$ cat src/rtl/jb_dfe_nco_pkg.sv
// Shared definitions for the DFE NCO phase accumulator and its latency aligner:
// channel ordering of the TDM stream, default phase types and a width helper.
package jb_dfe_nco_pkg;

    // Default accumulator width used by the phase/FCW typedefs.
    localparam int NCO_PHASE_BW = 32;

    typedef logic [NCO_PHASE_BW-1:0] phase_t;
    typedef logic [NCO_PHASE_BW-1:0] fcw_t;

    // TDM slot order: carrier-major, antenna-minor.
    typedef enum logic [2:0] {
        CH_C0A0 = 3'd0,
        CH_C0A1 = 3'd1,
        CH_C0A2 = 3'd2,
        CH_C0A3 = 3'd3,
        CH_C1A0 = 3'd4,
        CH_C1A1 = 3'd5,
        CH_C1A2 = 3'd6,
        CH_C1A3 = 3'd7
    } tdm_ch_e;

    // Slot index that starts a TDM round; updates are applied there.
    localparam int CH_ROUND_START = 0;

    // Width of a channel index for n channels (at least 1 bit).
    function automatic int ch_bw(input int n);
        return (n <= 2) ? 1 : $clog2(n);
    endfunction

endpackage

$ cat src/rtl/jb_dfe_nco_delay_line.sv
// Valid + data register pipeline. Every stage resets to zero; a stage's data
// only loads when its incoming valid is high, so the tail holds the last
// valid word between samples.
module jb_dfe_nco_delay_line #(
    parameter int DEPTH = 2,
    parameter int WIDTH = 8
) (
    input  logic             clk,
    input  logic             resetn,
    input  logic             valid_in,
    input  logic [WIDTH-1:0] data_in,
    output logic             valid_out,
    output logic [WIDTH-1:0] data_out
);

    generate
        if (DEPTH == 0) begin : g_pass
            assign valid_out = valid_in;
            assign data_out  = data_in;
        end else begin : g_pipe
            logic [DEPTH-1:0] vld_q;
            logic [WIDTH-1:0] dat_q [DEPTH];

            // Shift valid every cycle; advance data only behind a valid word.
            always_ff @(posedge clk) begin
                if (!resetn) begin
                    vld_q <= '0;
                    for (int i = 0; i < DEPTH; i++) dat_q[i] <= '0;
                end else begin
                    vld_q[0] <= valid_in;
                    if (valid_in) dat_q[0] <= data_in;
                    for (int i = 1; i < DEPTH; i++) begin
                        vld_q[i] <= vld_q[i-1];
                        if (vld_q[i-1]) dat_q[i] <= dat_q[i-1];
                    end
                end
            end

            assign valid_out = vld_q[DEPTH-1];
            assign data_out  = dat_q[DEPTH-1];
        end
    endgenerate

endmodule

$ cat src/rtl/jb_dfe_nco_phase_acc.sv
// TDM NCO phase accumulator. One accumulator per interleaved channel; each
// valid slot emits the channel's pre-update phase and advances it by the
// active FCW. FCW commits and phase syncs are armed by pulses and applied
// together at the first round start after the pulse.
//
// Handshake: tvalid_in marks one sample slot per cycle with no backpressure;
// tvalid_out is asserted exactly NCO_LATENCY cycles later for that slot and
// tuser_out/phase_out are only meaningful while tvalid_out is high (they
// hold their last value otherwise).
module jb_dfe_nco_phase_acc
    import jb_dfe_nco_pkg::*;
#(
    parameter int N_CHANNELS  = 8,
    parameter int PHASE_BW    = 32,
    parameter int OUT_BW      = 16,
    parameter int NCO_LATENCY = 3,
    localparam int CH_BW      = ch_bw(N_CHANNELS)
) (
    input  logic                clk,
    input  logic                resetn,
    input  logic                tvalid_in,
    input  logic                fcw_wr_en,
    input  logic [CH_BW-1:0]    fcw_wr_addr,
    input  logic [PHASE_BW-1:0] fcw_wr_data,
    input  logic                fcw_commit,
    input  logic                phase_sync,
    output logic                tvalid_out,
    output logic [CH_BW-1:0]    tuser_out,
    output logic [OUT_BW-1:0]   phase_out,
    output logic                update_pending
);

    logic [PHASE_BW-1:0] acc        [N_CHANNELS];
    logic [PHASE_BW-1:0] fcw_shadow [N_CHANNELS];
    logic [PHASE_BW-1:0] fcw_active [N_CHANNELS];
    logic [N_CHANNELS-1:0] zero_mask;
    logic [CH_BW-1:0]    ch;
    logic                commit_flag;
    logic                sync_flag;

    logic                boundary;
    logic                commit_apply;
    logic                sync_apply;
    logic                commit_flag_nxt;
    logic                sync_flag_nxt;
    logic                slot_zero;
    logic [PHASE_BW-1:0] fcw_sel;
    logic [PHASE_BW-1:0] phase_pre;
    logic [PHASE_BW-1:0] acc_nxt;

    logic                s0_valid;
    logic [CH_BW+OUT_BW-1:0] s0_data;
    logic [CH_BW+OUT_BW-1:0] out_data;

    // Slot decode: pick the word and starting phase for the current channel.
    always_comb begin
        boundary     = tvalid_in && (ch == CH_BW'(CH_ROUND_START));
        commit_apply = boundary && commit_flag;
        sync_apply   = boundary && sync_flag;
        fcw_sel      = commit_apply ? fcw_shadow[ch] : fcw_active[ch];
        slot_zero    = sync_apply || zero_mask[ch];
        phase_pre    = slot_zero ? '0 : acc[ch];
        acc_nxt      = phase_pre + fcw_sel;
    end

    // Sticky arm flags; a pulse coinciding with its own apply is absorbed.
    always_comb begin
        commit_flag_nxt = commit_flag;
        sync_flag_nxt   = sync_flag;
        if (commit_apply)    commit_flag_nxt = 1'b0;
        else if (fcw_commit) commit_flag_nxt = 1'b1;
        if (sync_apply)      sync_flag_nxt   = 1'b0;
        else if (phase_sync) sync_flag_nxt   = 1'b1;
    end

    // Channel counter, arm flags and the registered pending indicator.
    always_ff @(posedge clk) begin
        if (!resetn) begin
            ch             <= '0;
            commit_flag    <= 1'b0;
            sync_flag      <= 1'b0;
            update_pending <= 1'b0;
        end else begin
            commit_flag    <= commit_flag_nxt;
            sync_flag      <= sync_flag_nxt;
            update_pending <= commit_flag_nxt | sync_flag_nxt;
            if (tvalid_in) begin
                if (ch == CH_BW'(N_CHANNELS - 1)) ch <= '0;
                else                              ch <= ch + 1'b1;
            end
        end
    end

    // Host shadow writes; out-of-range addresses are dropped.
    always_ff @(posedge clk) begin
        if (!resetn) begin
            for (int i = 0; i < N_CHANNELS; i++) fcw_shadow[i] <= '0;
        end else if (fcw_wr_en && (int'(fcw_wr_addr) < N_CHANNELS)) begin
            fcw_shadow[fcw_wr_addr] <= fcw_wr_data;
        end
    end

    // Atomic copy of every shadow word at the applying round start.
    always_ff @(posedge clk) begin
        if (!resetn) begin
            for (int i = 0; i < N_CHANNELS; i++) fcw_active[i] <= '0;
        end else if (commit_apply) begin
            for (int i = 0; i < N_CHANNELS; i++) fcw_active[i] <= fcw_shadow[i];
        end
    end

    // Per-channel accumulator update on its own slot.
    always_ff @(posedge clk) begin
        if (!resetn) begin
            for (int i = 0; i < N_CHANNELS; i++) acc[i] <= '0;
        end else if (tvalid_in) begin
            acc[ch] <= acc_nxt;
        end
    end

    // Zero mask: a sync marks every channel, channel 0 is consumed at once.
    always_ff @(posedge clk) begin
        if (!resetn) begin
            zero_mask <= '0;
        end else if (tvalid_in) begin
            if (sync_apply) zero_mask <= {{(N_CHANNELS-1){1'b1}}, 1'b0};
            else            zero_mask[ch] <= 1'b0;
        end
    end

    // First output stage: capture channel and truncated pre-update phase.
    always_ff @(posedge clk) begin
        if (!resetn) begin
            s0_valid <= 1'b0;
            s0_data  <= '0;
        end else begin
            s0_valid <= tvalid_in;
            if (tvalid_in) s0_data <= {ch, phase_pre[PHASE_BW-1 -: OUT_BW]};
        end
    end

    jb_dfe_nco_delay_line #(
        .DEPTH (NCO_LATENCY - 1),
        .WIDTH (CH_BW + OUT_BW)
    ) u_delay (
        .clk       (clk),
        .resetn    (resetn),
        .valid_in  (s0_valid),
        .data_in   (s0_data),
        .valid_out (tvalid_out),
        .data_out  (out_data)
    );

    assign tuser_out = out_data[CH_BW+OUT_BW-1 -: CH_BW];
    assign phase_out = out_data[OUT_BW-1:0];

endmodule

$ cat config.mk
export PLATFORM = sky130hd
export DESIGN_NAME = jb_dfe_nco_phase_acc
export DESIGN_NICKNAME = d
export VERILOG_FILES = /design/src/rtl/jb_dfe_nco_pkg.sv /design/src/rtl/jb_dfe_nco_delay_line.sv /design/src/rtl/jb_dfe_nco_phase_acc.sv
export SDC_FILE = /design/constraint.sdc
export NUM_CORES = 1
export LEC_CHECK = 0
export ABC_AREA = 1
export BUFFER_PORTS_ARGS = -buffer_cell sky130_fd_sc_hd__clkbuf_2
export CORE_UTILIZATION = 38
export CTS_CLUSTER_DIAMETER = 80
export CTS_CLUSTER_SIZE = 12
export DETAILED_ROUTE_END_ITERATION = 10
export HOLD_SLACK_MARGIN = 0.12
export SYNTH_ARGS = -nofsm -noshare
export SYNTH_HDL_FRONTEND = slang
export SYNTH_SLANG_ARGS = --single-unit
export TNS_END_PERCENT = 1
$ cat constraint.sdc
create_clock -name clk -period 17.9 [get_ports clk]
set_input_delay 2.685 -clock clk [delete_from_list [all_inputs] [get_ports clk]]
set_output_delay 2.685 -clock clk [all_outputs]
set_load 0.01 [all_outputs]
## Yosys cells after proc, flatten, opt, wreduce, memory -nomap -nowiden

Memories as Yosys holds them, arrays and structs flattened. A register that Yosys moved wholly into a read port is not among the register bits.
Cells that the tools add are included.
Widths: inputs -> output; s select.

- Bits in registers: 36
- RAM bits: 806
- Input bits: 41
- Output and inout port bits: 21
- Logic and storage cells: 88
- Memories: 4

- $add $sub $neg: 2
- Magnitude comparators: 2
- Equality and inequality tests: 1
- Muxes and demuxes: 50
- Bitwise logic cells: 13
- Reduce and logical (&&, ||, !) cells: 8

Memories:

| name | words | bits a word | rd ports | clocked after Yosys merged registers in | wr ports | line | RTL |
|---|---|---|---|---|---|---|---|
| acc | 8 | 32 | 1 | 1 | 8 | jb_dfe_nco_phase_acc.sv:33 | `logic [PHASE_BW-1:0] acc [N_CHANNELS];` |
| fcw_active | 8 | 32 | 1 | 1 | 8 | jb_dfe_nco_phase_acc.sv:35 | `logic [PHASE_BW-1:0] fcw_active [N_CHANNELS];` |
| fcw_shadow | 8 | 32 | 9 | 1 | 8 | jb_dfe_nco_phase_acc.sv:34 | `logic [PHASE_BW-1:0] fcw_shadow [N_CHANNELS];` |
| u_delay.g_pipe.dat_q | 2 | 19 | 2 | 0 | 2 | jb_dfe_nco_delay_line.sv:22 | `logic [WIDTH-1:0] dat_q [DEPTH];` |

Operator list:

| kind | count |
|---|---|
| $mux 32 | 12 |
| $reduce_or 32->1 | 2 |
| $mux 19 | 2 |
| $add 32x32->32 | 1 |
| $mux 3 | 9 |
| $mux 1 | 24 |
| $or 1x1->1 | 11 |
| $and 8x8->8 | 1 |
| $mux 8 | 1 |
| $not 8->8 | 1 |
| $logic_and 1x1->1 | 4 |
| $lt 3x4->1 const B | 1 |
| $add 3x1->3 const B | 1 |
| $bmux 1 s3 | 1 |
| $demux 1 s3 | 1 |
| $eq 3x3->1 const B | 1 |
| $ge 3x1->1 const B | 1 |
| $logic_not 3->1 | 1 |
| $logic_or 1x1->1 | 1 |

## Longest topological paths before layout

Gate-level depths: netlist (run 1).

- Depth in word-level cells: 7
- Mapped depth: 25
- Gate-level depth less buffers: 23

## By module

Synthesis (run 1) repeated with hierarchy kept, for this count alone.

- Cell total of the unflattened synthesis: 4,032
- Area, all modules: 39,679.3 sq um

Modules (own cells, without submodules):

| module | instances | cells each | area an instance (sq um) | seq. area each (sq um) |
|---|---|---|---|---|
| jb_dfe_nco_phase_acc | 1 | 3,882 | 37,910.1 | 23,802.8 |
| jb_dfe_nco_delay_line | 1 | 150 | 1,769.2 | 1,181.1 |

## Least setup slack after synthesis (run 1)

No wires, ideal clock.

- Kind: input port to flip-flop
- Start point: in resetn
- End point: mem fcw_active[0][0], enable pin
- Library setup time: 1,950 ps
- Arrival: 7,605 ps
- Data required time: 15,950 ps
- Slack: 8,345 ps
- Stages: 4
- Path buffers: 3
- Path through: buf_2 clkbuf_1 clkbuf_1 nand2_1

RTL lines:

| what | line | RTL |
|---|---|---|
| from (decl) | jb_dfe_nco_phase_acc.sv:20 | `input logic resetn,` |
| to (decl) | jb_dfe_nco_phase_acc.sv:35 |  |

==> results of run 1 <==
worst paths after layout:
check,from,to,slack (ps)
min reg2reg,u_delay.g_pipe.vld_q[0]$_SDFF_PN0_,u_delay.g_pipe.vld_q[1]$_SDFF_PN0_,450
max reg2reg,flip-flop,acc[2][25]$_SDFFCE_PN0P_,12300
max,tvalid_in,acc[7][10]$_SDFFCE_PN0P_,11720
min,u_delay.g_pipe.vld_q[0]$_SDFF_PN0_,u_delay.g_pipe.vld_q[1]$_SDFF_PN0_,450
cells by family after synthesis:
family,Yosys count
flops,845
mux,2
compound gates,632
xor+xnor,16
fa+ha+maj,35
simple gates,1773
buf+inv,712
through the flow:
step                      instances  instance area, um2
after floorplan                4015               39400
after global placement         5227               40600
after detailed placement       5227               40600
after CTS                      5324               42800
after global routing           5324               42800
final                          5324               42800
cell type report:
cell class / instances / area, um2 / area share (%)
flip-flops and latches: 845 / 25000 / 58.4
multi-input cells: 2458 / 11500 / 26.9
clock buffers: 88 / 2030 / 4.75
well taps: 1368 / 1710 / 4.00
inverters: 447 / 1690 / 3.95
repair buffers: 109 / 693 / 1.62
clock inverters: 9 / 145 / 0.339
registers in the layout (all words and copies together) (netlist names), named ones only:
name and flops:
fcw_active 256, ch 3, commit_flag 1, update_pending 1
s0_valid 1, sync_flag 1, s0_data 19, u_delay.g_pipe.vld_q 2
acc 256, zero_mask 8, fcw_shadow 256, u_delay.g_pipe.dat_q 38
layer usage:
| layer | track usage [%] | wire [um] |
|---|---|---|
| met2 | 34.4 | 51400 |
| met3 | 2.27 | 7730 |
| met1 | 27.7 | 46100 |
| met4 | 6.82 | 2700 |
| met5 | 0 | 0 |
where the power goes:
| part | internal (uW) | total [uW] | switching (uW) |
|---|---|---|---|
| registers | 2290 | 2340 | 40.9 |
| clock network | 808 | 1540 | 730 |
| logic | 202 | 788 | 586 |
cells in the final DEF (no fill, tap or decap), types with 8 or more instances in the layout:
master / n
a211oi_1: 15
a21oi_1: 259
a221o_1: 20
a22oi_1: 15
a32o_1: 51
buf_4: 47
clkbuf_1: 8
clkbuf_16: 80
clkbuf_2: 60
dfxtp_1: 36
edfxtp_1: 806
ha_1: 34
inv_1: 438
nand2_1: 628
nand2_2: 27
nand3_1: 198
nand3b_1: 8
nand4_1: 8
nor2_1: 886
o211ai_1: 25
o21ai_0: 186
o221ai_1: 27
o22ai_1: 20
xnor2_1: 13
worst reg2reg max path, delay by kind of cell (launching register included):
kind | cells | cell delay [ps]
buffers and inverters | 5 | 2600
adder cells (fa/ha/maj) | 1 | 280
AO/OA/AOI/OAI | 3 | 820
flip-flops | 1 | 470
AND/OR/NAND/NOR | 8 | 1130
==> run summary, run 1 <==
clock latency on the worst-skew pair -> 650 ps
Ports -> 62
Critical path buffers and inverters -> 6
Crit path top cell by count -> nand2_1
worst hold stages -> 2
Final nets -> 4,017
cts bufs inserted -> 80
async set-reset flop share out of synthesis -> 0%
Worst Setup Slack post-DPL -> 11,100 ps
Die Width -> 324 um
Mapped Area -> 0.0394 mm2
FILL cells -> 9,822
Post-Synthesis Cells -> 4,015
# DRC -> 0
slew margin rel. -> 18.2%
post-route setup TNS -> 0 ps
# H-tree levels -> 3
crit path kind -> in2reg
Max-Cap Viols -> 0
site row count -> 117
total power -> 4660 uW
R2R depth -> 17
CP max-delay cell -> xnor2_1
Final Cycle Share -> 34.5%
clk slew on worst S/H paths -> 60 ps
leading area contributor after synthesis -> edfxtp_1
area of the die -> 0.105 mm2
Total GRT Usage -> 20.5%
PortBufs -> 61
clock sinks -> 845
routability cong. -> 0.882
EDFF count, synth -> 806
Max Transition Viols Final -> 0
crit-path max cell delay -> 610 ps
Total Wirelength -> 108 mm
hold buffers post-CTS -> 0
most numerous cell in the Yosys netlist -> nor2_1
initial antenna violation count -> 0
Post-synth top cells -> nor2_1, edfxtp_1, nand2_1
Area contributors post-synth -> edfxtp_1, nor2_1, nand2_1
hold slack -> 453 ps
Die H -> 324 um
crit path capture type -> flip-flop
Fin. Hold Viols -> 0
CTS resizes -> 0
top-area cell type share of the netlist area -> 61.4%
clk buf depth -> 3
pin count of the biggest net entering global routing -> 150
leakage dissipation -> 0.0174 uW
Slew @ Worst Pin -> 1220 ps
P&R area growth vs syn -> 8.57%
clock skew -> 26.1 ps
worst min path class -> reg2reg
outcome -> complete, no violations
Arr. time, crit path -> 6530 ps
critical path depth -> 18
simple-gate portion of the synthesized area -> 17.7%
Max VDD drop -> 0.0000803 V
Worst Path Required -> 18,250 ps
Post-Syn Nets -> 4,091
gr ovfl total -> 0
Post-CTS Setup Bufs -> 0
share of cells above drive strength 1 -> 6.34%
Final ANT Viol Nets -> 0
router iterations before antenna repair -> 6
initial core utilization -> 38.5%
synthesis-stage register bit count -> 845
DR WL/cell -> 20.3 um
RSZ-0062 raised after global routing -> no
n_diodes -> 0
fin util -> 41.8%
post-synthesis compound-gate area fraction -> 9.68%
synth warn -> 0
register area share after synthesis -> 63.4%
Synth Area in Adders -> 1.13%
Setup-failing EPs final -> 0
synth unique cells -> 44
Cell Chain, Critical Path -> clkbuf_2 > nand4_2 > clkinv_1 > buf_4 > nand3_1 > nand2_1 > inv_1 > ha_1 > inv_1 > fa_1 > inv_1 > nand3_1 > nand2_1 > nand2_1 > nand2_1 > a21o_1 > xnor2_1 > nor2_1
number of global-route vias before repair -> 27,100
PD cells -> 109 mW/mm2
xor/xnor cell area share of the yosys netlist -> 0.394%
main flop type after synthesis -> edfxtp_1
first-pass GRT wire length -> 163 mm
root buffer cell -> clkbuf_16
Crit Path Max Fanout -> 27
CP top delay family -> buffers and inverters
Max Clock Freq -> 162 MHz
Syn Area/Cell -> 9.82 um2
setup slack after layout -> 11,720 ps
drt initial violations -> 2,692
DR vias/cell -> 5.28
Startpoint Class -> input pin
combinational family with the most area after synthesis -> simple AND/OR/NAND/NOR gates
dpl hpwl -> 58.1 mm
post-synthesis mux area share -> 0.0508%
Vias -> 28,100
CTS tree -> done
min cycle time layout -> 6180 ps
CORE AREA -> 0.102 mm2
Note: power is estimated with default switching activity, not from simulation.
==> inputs of run 2 (changes only) <==
ABC_AREA = 0   (was 1)
clock period = 5.1 ns   (was 17.9 ns; I/O delays follow)
==> run 2 against run 1 <==
First-iteration DRC count down 34%; non-clock buffer count rose by 45; clock-buffer cell count rose by 4; via count is 25% lower; clock skew decreased by 0.71 ps; sequential share of layout area about the same; global-route usage fell by 2.2 points; flip-flop and latch count stayed put.
==> run summary, run 2 <==
top flop regs -> acc x256, fcw_active x256, fcw_shadow x256
post-route setup TNS -> 0 ps
worst hold stages -> 3
dpl hpwl -> 57.5 mm
Mapped Area -> 0.0383 mm2
Area contributors post-synth -> edfxtp_1, mux4_2, and2_1
Post-synth top cells -> edfxtp_1, and2_1, nor2_1
initial core utilization -> 38.3%
Critical path buffers and inverters -> 2
Syn Area/Cell -> 15.2 um2
cts bufs inserted -> 81
most common cell after layout, fill and taps aside -> edfxtp_1
CORE AREA -> 0.100 mm2
register area share after synthesis -> 65.2%
Max-Cap Viols -> 0
CTS tree -> done
crit-path max cell delay -> 570 ps
Total Wirelength -> 92.9 mm
Fin. Hold Viols -> 0
Startpoint Class -> flip-flop
clk buf depth -> 3
Crit Path Max Fanout -> 34
Slew @ Worst Pin -> 1100 ps
CP top delay family -> compound AO/OA/AOI/OAI gates
leakage dissipation -> 0.0151 uW
reg-to-reg endpoint -> acc[1][28]$_SDFFCE_PN0P_
FILL cells -> 8,711
number of global-route vias before repair -> 22,400
PD cells -> 373 mW/mm2
RSZ-0062 raised after global routing -> no
Cell Chain, Critical Path -> buf_12 > buf_4 > mux4_2 > mux2i_1 > nor2_1 > ha_1 > o211ai_1 > a31o_2 > o311ai_2 > nand3_1 > a21oi_2 > nor3b_1
routability cong. -> 0.886
Setup-failing EPs final -> 0
Total GRT Usage -> 18.4%
slew margin rel. -> 26.3%
Post-DP Area -> 0.0406 mm2
Final ANT Viol Nets -> 0
reg2reg setup slack -> 360 ps
outcome -> complete, no violations
DR vias/cell -> 5.40
clk slew on worst S/H paths -> 60 ps
design area -> 0.0428 mm2
first-pass GRT wire length -> 140 mm
Vias -> 21,000
Ports -> 62
top-area cell type share of the netlist area -> 63.2%
min cycle time layout -> 4740 ps
clock skew -> 25.4 ps
# H-tree levels -> 3
Worst Path Required -> 5430 ps
Max Transition Viols Final -> 0
PortBufs -> 61
most numerous cell in the Yosys netlist -> edfxtp_1
root buffer cell -> clkbuf_16
Max VDD drop -> 0.000239 V
Post-Synthesis Cells -> 2,519
worst min path class -> in2reg
synth warn -> 0
router iterations before antenna repair -> 5
leading area contributor after synthesis -> edfxtp_1
crit path capture type -> flip-flop
async set-reset flop share out of synthesis -> 0%
Final Cycle Share -> 92.9%
initial antenna violation count -> 7
share of cells above drive strength 1 -> 20.1%
Final nets -> 2,653
CTS resizes -> 0
Post-Syn Nets -> 2,595
most frequent cells in the layout -> edfxtp_1, and2_1, nor2_1
clock latency on the worst-skew pair -> 630 ps
main flop type after synthesis -> edfxtp_1
Arr. time, crit path -> 5070 ps
hold endpoint -> commit_flag$_SDFF_PN0_
P&R area growth vs syn -> 11.6%
drt initial violations -> 1,787
Die Width -> 320 um
site row count -> 116
fin util -> 42.8%
min-delay src -> fcw_commit
R2R depth -> 12
Max Clock Freq -> 211 MHz
DR WL/cell -> 23.9 um
Die H -> 320 um
clock sinks -> 845
CP max-delay cell -> o311ai_2
synth unique cells -> 58
gr ovfl total -> 0
area of the die -> 0.102 mm2
synthesis-stage register bit count -> 845
EDFF count, synth -> 806
pin count of the biggest net entering global routing -> 87
hold buffers post-CTS -> 0
crit path kind -> reg2reg
Post-CTS Setup Bufs -> 0
# DRC -> 0
-- run 2: kinds of logic after synthesis --
group | count (synthesis) | synth area share, %
AND/OR/NAND/NOR | 993 | 13.7
adder cells (fa/ha/maj) | 35 | 1.16
buffers and inverters | 205 | 2.33
XOR/XNOR | 28 | 0.758
multiplexers | 276 | 14.6
AO/OA/AOI/OAI | 137 | 2.21
flip-flops | 845 | 65.2
-- run 2: layer usage --
layer / up-vias / routed length [um] / share of wire (%) / GRT usage [%]
met1: 10900 / 38200 / 41 / 23.9
met5: - / 57 / 0.061 / 0
met2: 602 / 47300 / 51 / 32.0
li1: 9354 / - / - / -
met4: 8 / 2080 / 2.2 / 5.15
met3: 153 / 5380 / 5.8 / 2.69
-- run 2: stage by stage --
step | instances | worst slack, ps | power (uW) | hold slack [ps]
global route | 3892 | 164 | 16500 | 390
global placement | 3792 | 217 | 10600 | 432
floorplan | 2519 | 742 | 9790 | 409
finish | 3893 | 360 | 15900 | 375
CTS | 3892 | 390 | 16100 | 339
detailed placement | 3792 | 197 | 10700 | 440
-- run 2: report_power, final --
group | internal, uW | switching, uW | total [uW]
combinational | 866 | 1470 | 2340
sequential | 8050 | 142 | 8190
clock | 2940 | 2470 | 5410
-- run 2: tightest hold or removal path, cell delays in order --
cell      delay, ps
clkbuf_2         80
nor2_1           40
nor2_1           70
-- run 2: how the worst max path moves through the flow --
| stage | startpoint | cells after the start | endpoint | slack (ps) |
|---|---|---|---|---|
| after detailed placement | tvalid_in | 15 | acc[1][28]$_SDFFCE_PN0P_ | 200 |
| after floorplan | tvalid_in | 16 | acc[1][24]$_SDFFCE_PN0P_ | 740 |
| after CTS | flip-flop | 12 | acc[1][28]$_SDFFCE_PN0P_ | 390 |
| after global placement | tvalid_in | 15 | acc[1][28]$_SDFFCE_PN0P_ | 220 |
| after global routing | flip-flop | 12 | acc[3][25]$_SDFFCE_PN0P_ | 160 |
| final | flip-flop | 12 | acc[1][28]$_SDFFCE_PN0P_ | 360 |
-- run 2: area by class of cell --
type	instances	area, um2	share of cell area [%]
clock buffers	92	2090	4.89
repair buffers	154	1170	2.73
flip-flops and latches	845	25000	58.4
well taps	1298	1620	3.80
diodes	1	2.50	0.00585
multi-input cells	1469	12700	29.6
inverters	26	97.6	0.228
clock inverters	8	128	0.298
